### src/rtl/spi_slave_ctrl.sv
// rtl/spi_slave_ctrl.sv - SPI slave front end: frame deserialiser, read-data serialiser, abort/timeout detect
module spi_slave_ctrl #(
  parameter int DATA_W     = 8,
  parameter int TX_TIMEOUT = 16
) (
  input  logic              clk,
  input  logic              rst_n,
  input  logic              SS_n,
  input  logic              MOSI,
  output logic              MISO,
  output logic [DATA_W+1:0] rx_data,
  output logic              rx_valid,
  input  logic [DATA_W-1:0] tx_data,
  input  logic              tx_valid,
  output logic              frame_err
);

  localparam int CNT_W = $clog2(DATA_W + 2);
  localparam logic [CNT_W-1:0] RX_LAST   = CNT_W'(DATA_W);
  localparam logic [CNT_W-1:0] TX_LAST   = CNT_W'(DATA_W - 1);
  localparam logic [7:0]       WAIT_LAST = 8'(TX_TIMEOUT - 1);

  typedef enum logic [2:0] {
    IDLE, CHK_CMD, WRITE, READ_ADD, READ_DATA, TX_WAIT, TX_SHIFT, DONE
  } state_t;

  state_t            state_q, state_d;
  logic [CNT_W-1:0]  bit_cnt_q, bit_cnt_d;
  logic [7:0]        wait_cnt_q, wait_cnt_d;
  logic [DATA_W:0]   rx_shift_q, rx_shift_d;
  logic [DATA_W-1:0] tx_shift_q, tx_shift_d;
  logic [DATA_W+1:0] rx_data_q, rx_data_d;
  logic              rx_valid_q, rx_valid_d;
  logic              frame_err_q, frame_err_d;
  logic              pending_q, pending_d;

  logic rx_state, last_bit, abort, timeout, tx_last;

  // A frame whose final bit lands together with SS_n rising still completes, so it is not an abort.
  always_comb begin
    rx_state = (state_q == WRITE) || (state_q == READ_ADD) || (state_q == READ_DATA);
    last_bit = rx_state && (bit_cnt_q == RX_LAST);
    abort    = SS_n && !last_bit &&
               (state_q inside {CHK_CMD, WRITE, READ_ADD, READ_DATA, TX_WAIT, TX_SHIFT});
    timeout  = (state_q == TX_WAIT) && !SS_n && !tx_valid && (wait_cnt_q == WAIT_LAST);
    tx_last  = (state_q == TX_SHIFT) && (bit_cnt_q == TX_LAST);
  end

  always_ff @(posedge clk) begin
    if (!rst_n) state_q <= IDLE;
    else        state_q <= state_d;
  end

  always_comb begin
    state_d = state_q;
    case (state_q)
      IDLE:     if (!SS_n) state_d = CHK_CMD;
      CHK_CMD: begin
        if (SS_n)           state_d = IDLE;
        else if (!MOSI)     state_d = WRITE;
        else if (pending_q) state_d = READ_DATA;
        else                state_d = READ_ADD;
      end
      WRITE, READ_ADD, READ_DATA: begin
        if (last_bit) begin
          if (SS_n)                        state_d = IDLE;
          else if (state_q == READ_DATA)   state_d = TX_WAIT;
          else                             state_d = DONE;
        end else if (SS_n) begin
          state_d = IDLE;
        end
      end
      TX_WAIT: begin
        if (SS_n)          state_d = IDLE;
        else if (tx_valid) state_d = TX_SHIFT;
        else if (timeout)  state_d = DONE;
      end
      TX_SHIFT: begin
        if (SS_n)         state_d = IDLE;
        else if (tx_last) state_d = DONE;
      end
      DONE:     if (SS_n) state_d = IDLE;
      default:  state_d = IDLE;
    endcase
  end

  // SS_n gates MISO directly so the line drops in the same cycle the master deselects.
  always_comb begin
    MISO = 1'b0;
    if ((state_q == TX_SHIFT) && !SS_n) MISO = tx_shift_q[DATA_W-1];
  end

  always_comb begin
    bit_cnt_d   = bit_cnt_q;
    wait_cnt_d  = wait_cnt_q;
    rx_shift_d  = rx_shift_q;
    tx_shift_d  = tx_shift_q;
    rx_data_d   = rx_data_q;
    pending_d   = pending_q;
    rx_valid_d  = 1'b0;
    frame_err_d = abort || timeout;
    case (state_q)
      CHK_CMD: begin
        rx_shift_d = {{DATA_W{1'b0}}, MOSI};
        bit_cnt_d  = '0;
      end
      WRITE, READ_ADD, READ_DATA: begin
        rx_shift_d = {rx_shift_q[DATA_W-1:0], MOSI};
        bit_cnt_d  = bit_cnt_q + CNT_W'(1);
        if (last_bit) begin
          rx_data_d  = {rx_shift_q, MOSI};
          rx_valid_d = 1'b1;
          bit_cnt_d  = '0;
          wait_cnt_d = '0;
          if (state_q == READ_ADD) pending_d = 1'b1;
        end
      end
      TX_WAIT: begin
        if (!SS_n) begin
          if (tx_valid) begin
            tx_shift_d = tx_data;
            bit_cnt_d  = '0;
          end else if (timeout) begin
            pending_d = 1'b0;
          end else begin
            wait_cnt_d = wait_cnt_q + 8'd1;
          end
        end
      end
      TX_SHIFT: begin
        if (!SS_n) begin
          tx_shift_d = tx_shift_q << 1;
          bit_cnt_d  = bit_cnt_q + CNT_W'(1);
          if (tx_last) pending_d = 1'b0;
        end
      end
      default: ;
    endcase
  end

  always_ff @(posedge clk) begin
    if (!rst_n) begin
      bit_cnt_q   <= '0;
      wait_cnt_q  <= '0;
      rx_shift_q  <= '0;
      tx_shift_q  <= '0;
      rx_data_q   <= '0;
      rx_valid_q  <= 1'b0;
      frame_err_q <= 1'b0;
      pending_q   <= 1'b0;
    end else begin
      bit_cnt_q   <= bit_cnt_d;
      wait_cnt_q  <= wait_cnt_d;
      rx_shift_q  <= rx_shift_d;
      tx_shift_q  <= tx_shift_d;
      rx_data_q   <= rx_data_d;
      rx_valid_q  <= rx_valid_d;
      frame_err_q <= frame_err_d;
      pending_q   <= pending_d;
    end
  end

  assign rx_data   = rx_data_q;
  assign rx_valid  = rx_valid_q;
  assign frame_err = frame_err_q;

endmodule
### config.mk
export PLATFORM = sky130hd
export DESIGN_NAME = spi_slave_ctrl
export DESIGN_NICKNAME = d
export VERILOG_FILES = /design/src/rtl/spi_slave_ctrl.sv
export SDC_FILE = /design/constraint.sdc
export NUM_CORES = 1
export LEC_CHECK = 0
export CAP_MARGIN = 40
export CORE_MARGIN = 3
export CORE_UTILIZATION = 34
export DETAILED_ROUTE_END_ITERATION = 12
export PLACE_DENSITY = 0.59
export SETUP_SLACK_MARGIN = 0.2
export SLEW_MARGIN = 10
export SYNTH_ARGS = -nofsm -noshare
export SYNTH_HDL_FRONTEND = slang
export SYNTH_SLANG_ARGS = --single-unit
export TNS_END_PERCENT = 10
### constraint.sdc
create_clock -name clk -period 2.2 [get_ports clk]
set_clock_uncertainty 0.2 [all_clocks]
set_input_delay 0.44 -clock clk [delete_from_list [all_inputs] [get_ports clk]]
set_output_delay 0.44 -clock clk [all_outputs]
set_load 0.05 [all_outputs]
**Yosys cells after proc, flatten, opt, wreduce, memory -nomap -nowiden**

Index checks and enable logic that the tools add are counted.

- Add/sub/neg operators: 2
- Reduce and logical (&&, ||, !) cells: 29
- Mux-type cells: 39
- Eq/ne operators: 22

Operators with widths:

| cell | count |
|---|---|
| 8-bit two-way mux | 7 |
| 3-bit two-way mux | 12 |
| 8-bit case mux with 2 select lines | 2 |
| 2-bit != test, second input constant | 10 |
| 3-bit case mux with 6 select lines | 1 |
| 9-bit case mux with 2 select lines | 1 |
| 4-bit two-way mux | 4 |
| 4-bit case mux with 4 select lines | 1 |
| 3-bit == test, second input constant | 4 |
| 1-bit two-way mux | 9 |
| 8-bit by 1-bit adder with 8-bit output, second input constant | 1 |
| 8-bit by 4-bit == test with 1-bit output, second input constant | 1 |
| 1-bit logical AND | 8 |
| 4-bit AND reduction | 2 |
| 8-bit AND reduction | 1 |
| 3-bit by 2-bit == test with 1-bit output, second input constant | 2 |
| 2-bit nonzero test | 3 |
| 6-bit nonzero test | 1 |
| 5-bit AND reduction | 1 |
| 4-bit by 1-bit adder with 4-bit output, second input constant | 1 |
| 4-bit by 3-bit == test with 1-bit output, second input constant | 1 |
| 4-bit == test, second input constant | 1 |
| 4-bit != test, second input constant | 1 |
| 2-bit AND reduction | 2 |
| other kinds (11) | 15 |

- Flip-flop bits (word level): 45
- Input bits: 13
- Output and inout bits: 13

**Depth between registers and ports, before layout**

Gate-level depths: netlist of the first run.

- Depth in word-level cells: 8
- Depth in mapped cells: 9
- Gate-level depth less buffers: 7

**Worst setup path before layout of the first run**

OpenSTA, ideal clock, no wires.

- Path kind: flip-flop to output port
- Start point: register state_q[1]
- End point: output port MISO
- Data required time: 1.560 ns
- Setup slack: -0.396 ns
- Stages on the path, launching flop included: 4
- Buffers on the path: 1
- Arrival: 1.956 ns
- Cell sequence: dfxtp_1 buf_6 nand3_2 nor3b_1

- Cells in the longest elaborated chain, start to end: 3

RTL lines:

| item | line | source |
|---|---|---|
| start: declaration | 27 | `state_t state_q, state_d;` |
| start signal: assignment | 51 | `else state_q <= state_d;` |
| 3-bit == test | 90 | `if ((state_q == TX_SHIFT) && !SS_n) MISO = tx_shift_q[DATA_W-1];` |
| 1-bit logical AND | 90 |  |
| 1-bit two-way mux | 90 |  |
| end: declaration | 10 | `output logic MISO,` |

No other way between the ends.

**Final worst setup path of the first run**

- Start point: register rx_data_q[3], in the netlist rx_data[3]
- End point: output port rx_data[3]

RTL lines:

| item | line | source |
|---|---|---|
| start: declaration | 32 | `logic [DATA_W+1:0] rx_data_q, rx_data_d;` |
| start signal: assignment | 156 | `rx_data_q <= rx_data_d;` |
| end: declaration | 11 | `output logic [DATA_W+1:0] rx_data,` |

No word-level cell between the ends.

==> results of run 1 <==
## cell usage after synthesis, types with 3 or more instances
cell type | instances | share of area (%)
nand3_1 | 6 | 1.3
xor2_1 | 3 | 1.1
nor3_1 | 5 | 1.1
mux2i_1 | 12 | 5.2
o31ai_1 | 3 | 0.97
inv_1 | 4 | 0.64
a311oi_1 | 15 | 5.6
buf_6 | 4 | 1.9
dfxtp_1 | 45 | 39
ha_1 | 3 | 1.6
o21ai_0 | 17 | 3.7
clkbuf_1 | 9 | 1.5
nor2_1 | 27 | 4.4
nand2_1 | 32 | 5.2
a21oi_1 | 11 | 2.4
o21a_1 | 5 | 1.6
clkbuf_8 | 3 | 1.8
a221oi_1 | 8 | 3.0
o22ai_1 | 4 | 1.1
nand3b_1 | 5 | 1.6
## sequential cells by signal, indices dropped and copies added (netlist names)
name,count
rx_data,10
rx_shift_q,9
tx_shift_q,8
wait_cnt_q,8
bit_cnt_q,4
state_q,3
frame_err,1
pending_q,1
rx_valid,1
## logic make-up (layout without fill, tap and decap cells)
family                   after synthesis  count (layout)  synth area share, %
flip-flops                            45              45                38.71
AO/OA/AOI/OAI                         74              74                22.69
buffers and inverters                 24              73                6.720
AND/OR/NAND/NOR                      101             101                23.23
XOR/XNOR                               5               5                1.882
multiplexers                          12              12                5.161
adder cells (fa/ha/maj)                3               3                1.613
## final cells by class
| cell class | instances | area [um2] |
|---|---|---|
| multi-input combinational | 195 | 1339 |
| inverter | 5 | 18.77 |
| clock inverter | 1 | 5.005 |
| sequential | 45 | 913.4 |
| tap | 77 | 96.34 |
| clock buffer | 5 | 68.82 |
| timing repair buffer | 62 | 585.6 |
| fill | 631 | 3468 |
## metal layers
layer / GRT usage (%) / vias up / part of all wire [%]
met5: 0 / - / 0
met4: 4.945 / 0 / 0.89
met3: 3.445 / 6 / 4.6
met2: 22.74 / 38 / 47
met1: 19.89 / 1006 / 48
li1: - / 1070 / -
## final timing paths
kind,start,endpoint,slack (ns),depth (start not counted)
setup reg to reg,wait_cnt_q[4],wait_cnt_q[3],0.18,6
hold reg to reg,tx_shift_q[0],tx_shift_q[0],0.27,2
setup / recovery,rx_data[3],rx_data[3],0.12,1
hold / removal,tx_shift_q[0],tx_shift_q[0],0.27,2
## tightest hold or removal path, cell delays in order, from the launching register on
cell	delay, ns
dfxtp_1	0.32
nand2b_1	0.06
a21oi_1	0.05
## report_power, final
| part | total (mW) | internal (mW) | leakage [nW] | switching (mW) |
|---|---|---|---|---|
| sequential | 0.832 | 0.822 | 0.366 | 0.0105 |
| clock | 0.475 | 0.209 | 0.0399 | 0.265 |
| combinational | 0.201 | 0.0936 | 0.682 | 0.107 |
| total | 1.51 | 1.12 | 1.09 | 0.383 |
## what timing repair did
item	4_1_cts	5_1_grt
setup endpoints to repair	43	40
cloned	0	0
resized for setup	8	17
setup buffers	1	4
pin swaps	2	6
==> flow_summary.yaml, run 1 <==
worst_setup_path:
  path_max_fanout: 2
  start_kind: "flip-flop"
  crit_chain: "clkdlybuf4s50_1"
  crit_family: "buffers and inverters"
  worstPathRequired_ns: 1.56
  max_stage_delay_ns: 0.80
  worstSetupPathType: "flip-flop to primary output"
  end_kind: "primary output"
  cp.arrival_ns: 1.44
  slowest_stage: "clkdlybuf4s50_1"
  crit_buf_inv: 1
pwr:
  p_total_mw: 1.507
  p_per_area_nw_per_um2: 498.0
  ir_drop_mv: 0.2480
  p_leak_nw: 1.088
clocking:
  clock_path_buffers: 2
  cts.sink_count: 45
  cts_tree: "built"
  htreeDepth: 2
  clock_latency_ns: 0.30
  path_clk_slew_ns: 0.08
  numCtsBuffers: 5
  root_buffer: "clkbuf_8"
  cts_hold_buf: 0
die:
  row_count: 29
  initial_core_util_pct: 35.83
  io_pins: 26
  die_area_um2: 7874
  die_x_um: 88.74
  core_region_area_um2: 6495
  die_h_um: 88.74
grt:
  grt_first_pass_wirelength_um: 9135
  antenna_found_initial: 0
  grt_util_all_layers_pct: 14.63
  first_global_vias: 1895
  overflow: 0
  grt_max_degree: 33
place:
  gp_congestion: 0.8333
  dpl.hpwl_um: 3751
  dp.cells: 379
  placed_area_um2: 2840
  io_buffers: 25
  dp_slack_ns: -0.3880
outcome:
  status: "completed"
min_path:
  hold_path_class: "flip-flop to flip-flop"
sta:
  maxSlewViolCount: 0
  finalCritPeriodShare_pct: 94.38
  fmax_mhz: 481.6
  fin_setup_tns_ns: 0
  worst_slew_pin_slew_ns: 0.5018
  setup_violations: 0
  whs_ns: 0.2739
  slew_headroom_pct: 66.49
  hold_viol_final: 0
  fin_ws_ns: 0.1236
  fin_crit_ns: 2.076
  grt_setup_unrepaired: "yes"
drt:
  wl_per_cell_um: 13.90
  routed_via_density: 5.436
  wl_um: 5422
  dr.pass1.iters: 4
  vias: 2120
  ant_nets: 0
  drc_errors: 0
  drt-initial-drc-count: 104
cells_and_area:
  drive_above_1_share_pct: 23.64
  final_core_util_pct: 46.60
  most-common-layout-cells: "dfxtp_1 (39), nand2_1 (32), buf_4 (32)"
  final_common_cell: "dfxtp_1"
  synthToLayoutAreaGrowth_pct: 30.05
  fin_cells: 390
  nNetsFinal: 330
  n_antenna_cell: 0
  fin_area_um2: 3027
run:
  drv_cap: 0
logic_synthesis:
  synth_enable_flop_cells: 0
  ys_warn_count: 0
  netlist_instances: 264
  synth_nets: 280
  syn_area_per_cell_um2: 8.815
  postSynth.asyncResetShare_pct: 0
  synthesis.area_um2: 2327
  synth-seq-cells: 45
  ys_seq_area_share_pct: 38.71
  ys_types: 51
  ys.flop_type: "dfxtp_1"
Power figures use the tool's default switching activity.
==> run 2, diff against run 1 <==
--- a/config.mk
+++ b/config.mk
@@ -9,7 +9,7 @@
 export CORE_MARGIN = 3
 export CORE_UTILIZATION = 34
 export DETAILED_ROUTE_END_ITERATION = 12
-export PLACE_DENSITY = 0.59
+export PLACE_DENSITY = 0.57
 export SETUP_SLACK_MARGIN = 0.2
 export SLEW_MARGIN = 10
 export SYNTH_ARGS = -nofsm -noshare
==> constraint.sdc (replaced) <==
create_clock -name clk -period 2.1 [get_ports clk]
set_clock_uncertainty 0.2 [all_clocks]
set_input_delay 0.42 -clock clk [delete_from_list [all_inputs] [get_ports clk]]
set_output_delay 0.42 -clock clk [all_outputs]
set_load 0.05 [all_outputs]
==> run 2 against run 1 <==
Net effect: combinational power rose by 4%; sequential power rose by 4.8%; non-clock buffer count fell by 2; worst setup slack improved by 0.023 ns; register-to-register slack got worse by 0.02 ns; critical path type unchanged.
==> flow_summary.yaml, run 2 (same netlist as run 1, synthesis figures left out) <==
drt:
  drt-initial-drc-count: 91
  routed_via_density: 5.426
  ant_nets: 0
  wl_per_cell_um: 14.24
  wl_um: 5555
  dr.pass1.iters: 4
  drc_errors: 0
  vias: 2116
grt:
  grt_util_all_layers_pct: 14.61
  first_global_vias: 1944
  met1_usage_pct: 19.25
  met2_usage_pct: 23.41
  grt_first_pass_wirelength_um: 9004
  antenna_found_initial: 0
  gr-max-usage-layer: "met2"
  overflow: 0
  grtUsageMet3_pct: 3.073
  grt_max_degree: 30
worst_setup_path:
  path_max_fanout: 11
  worst-r2r-setup-slack_ns: 0.16
  end_kind: "primary output"
  cp.arrival_ns: 1.33
  worstPathRequired_ns: 1.48
  reg2regPathDepth: 7
  reg2reg_from: "wait_cnt_q[0]"
  worstSetupPathType: "flip-flop to primary output"
  r2r_end: "pending_q"
  start_kind: "flip-flop"
sta:
  slew_headroom_pct: 66.94
  maxSlewViolCount: 0
  setup_violations: 0
  grt_setup_unrepaired: "yes"
  fmax_mhz: 512.0
  hold_viol_final: 0
  finalCritPeriodShare_pct: 93.01
  worst_slew_pin_slew_ns: 0.4907
  fin_crit_ns: 1.953
clocking:
  clock_path_buffers: 2
  path_clk_slew_ns: 0.09
  cts.sink_count: 45
  cts_tree: "built"
  numCtsBuffers: 5
  root_buffer: "clkbuf_8"
  htreeDepth: 2
  cts_hold_buf: 0
  clock_latency_ns: 0.30
die:
  io_pins: 26
  initial_core_util_pct: 35.83
  die_area_um2: 7874
  die_x_um: 88.74
  die_h_um: 88.74
  core_region_area_um2: 6495
  row_count: 29
min_path:
  whs_path_depth: 2
  timing.hold.worst_endpoint: "tx_shift_q[0]"
  hold_path_class: "flip-flop to flip-flop"
  hp-start: "tx_shift_q[0]"
cells_and_area:
  n_antenna_cell: 0
  synthToLayoutAreaGrowth_pct: 31.02
  nNetsFinal: 328
  final_core_util_pct: 46.95
  most-common-layout-cells: "buf_4 (38), dfxtp_1 (37), nand2_1 (32)"
  final_common_cell: "buf_4"
  largest_reg_flops: 10
  drive_above_1_share_pct: 27.16
run:
  drv_cap: 0
pwr:
  p_per_area_nw_per_um2: 582.9
  p_total_mw: 1.777
  ir_drop_mv: 0.2340
  p_leak_nw: 1.118
place:
  dpl.hpwl_um: 3763
  gp_congestion: 0.7872
  io_buffers: 25
outcome:
  status: "completed"
[run 2: metrics by stage]
stage	cells	TNS, ns	cell area, um2	setup slack, ns	hold slack [ns]
finish	390	0	3049	0.1468	0.2783
floorplan	264	0	2344	0.1062	0.2437
global placement	376	-5.387	2798	-0.2557	0.2571
detailed placement	376	-5.999	2798	-0.2918	0.2678
global route	390	0	3049	0.05631	0.3096
CTS	385	0	2958	0.03198	0.2795
[run 2: cell type report]
cell class                 count  area (um2)
tap                           77       96.34
timing repair buffer          60       575.6
fill                         604        3446
clock buffer                   6       82.58
clock inverter                 2       37.54
inverter                       5       21.27
sequential                    45       918.4
multi-input combinational    195        1318
[run 2: how the worst max path moves through the flow]
stage	start	to	slack (ns)	depth (start not counted)
finish	state_q[1]	MISO	0.15	4
global placement	tx_valid	bit_cnt_q[2]	-0.26	7
CTS	state_q[2]	MISO	0.03	4
floorplan	bit_cnt_q[0]	wait_cnt_q[4]	0.11	9
detailed placement	tx_valid	wait_cnt_q[4]	-0.29	6
global route	state_q[1]	MISO	0.06	4
[run 2: what timing repair did]
action	CTS	global route
buffers inserted	1	4
pin swaps	3	4
endpoints found under the setup margin	34	27
gates resized for setup	16	12
gates cloned	0	1
[run 2: power breakdown]
group | leakage (nW) | switching (mW) | internal [mW]
clock network | 0.0574 | 0.309 | 0.387
logic | 0.693 | 0.111 | 0.0977
registers | 0.368 | 0.0124 | 0.860
[run 2: worst max-delay path, cell delays in order (launching register included)]
cell and delay (ns):
dfxtp_4 0.38, buf_8 0.15, nand3_4 0.11, nor3b_4 0.23
buf_12 0.16
[run 2: per-layer routing]
layer / routed length [um] / vias up
met4: 111 / 0
met3: 199 / 9
met5: 0 / -
li1: - / 1067
met2: 2584 / 39
met1: 2661 / 1001
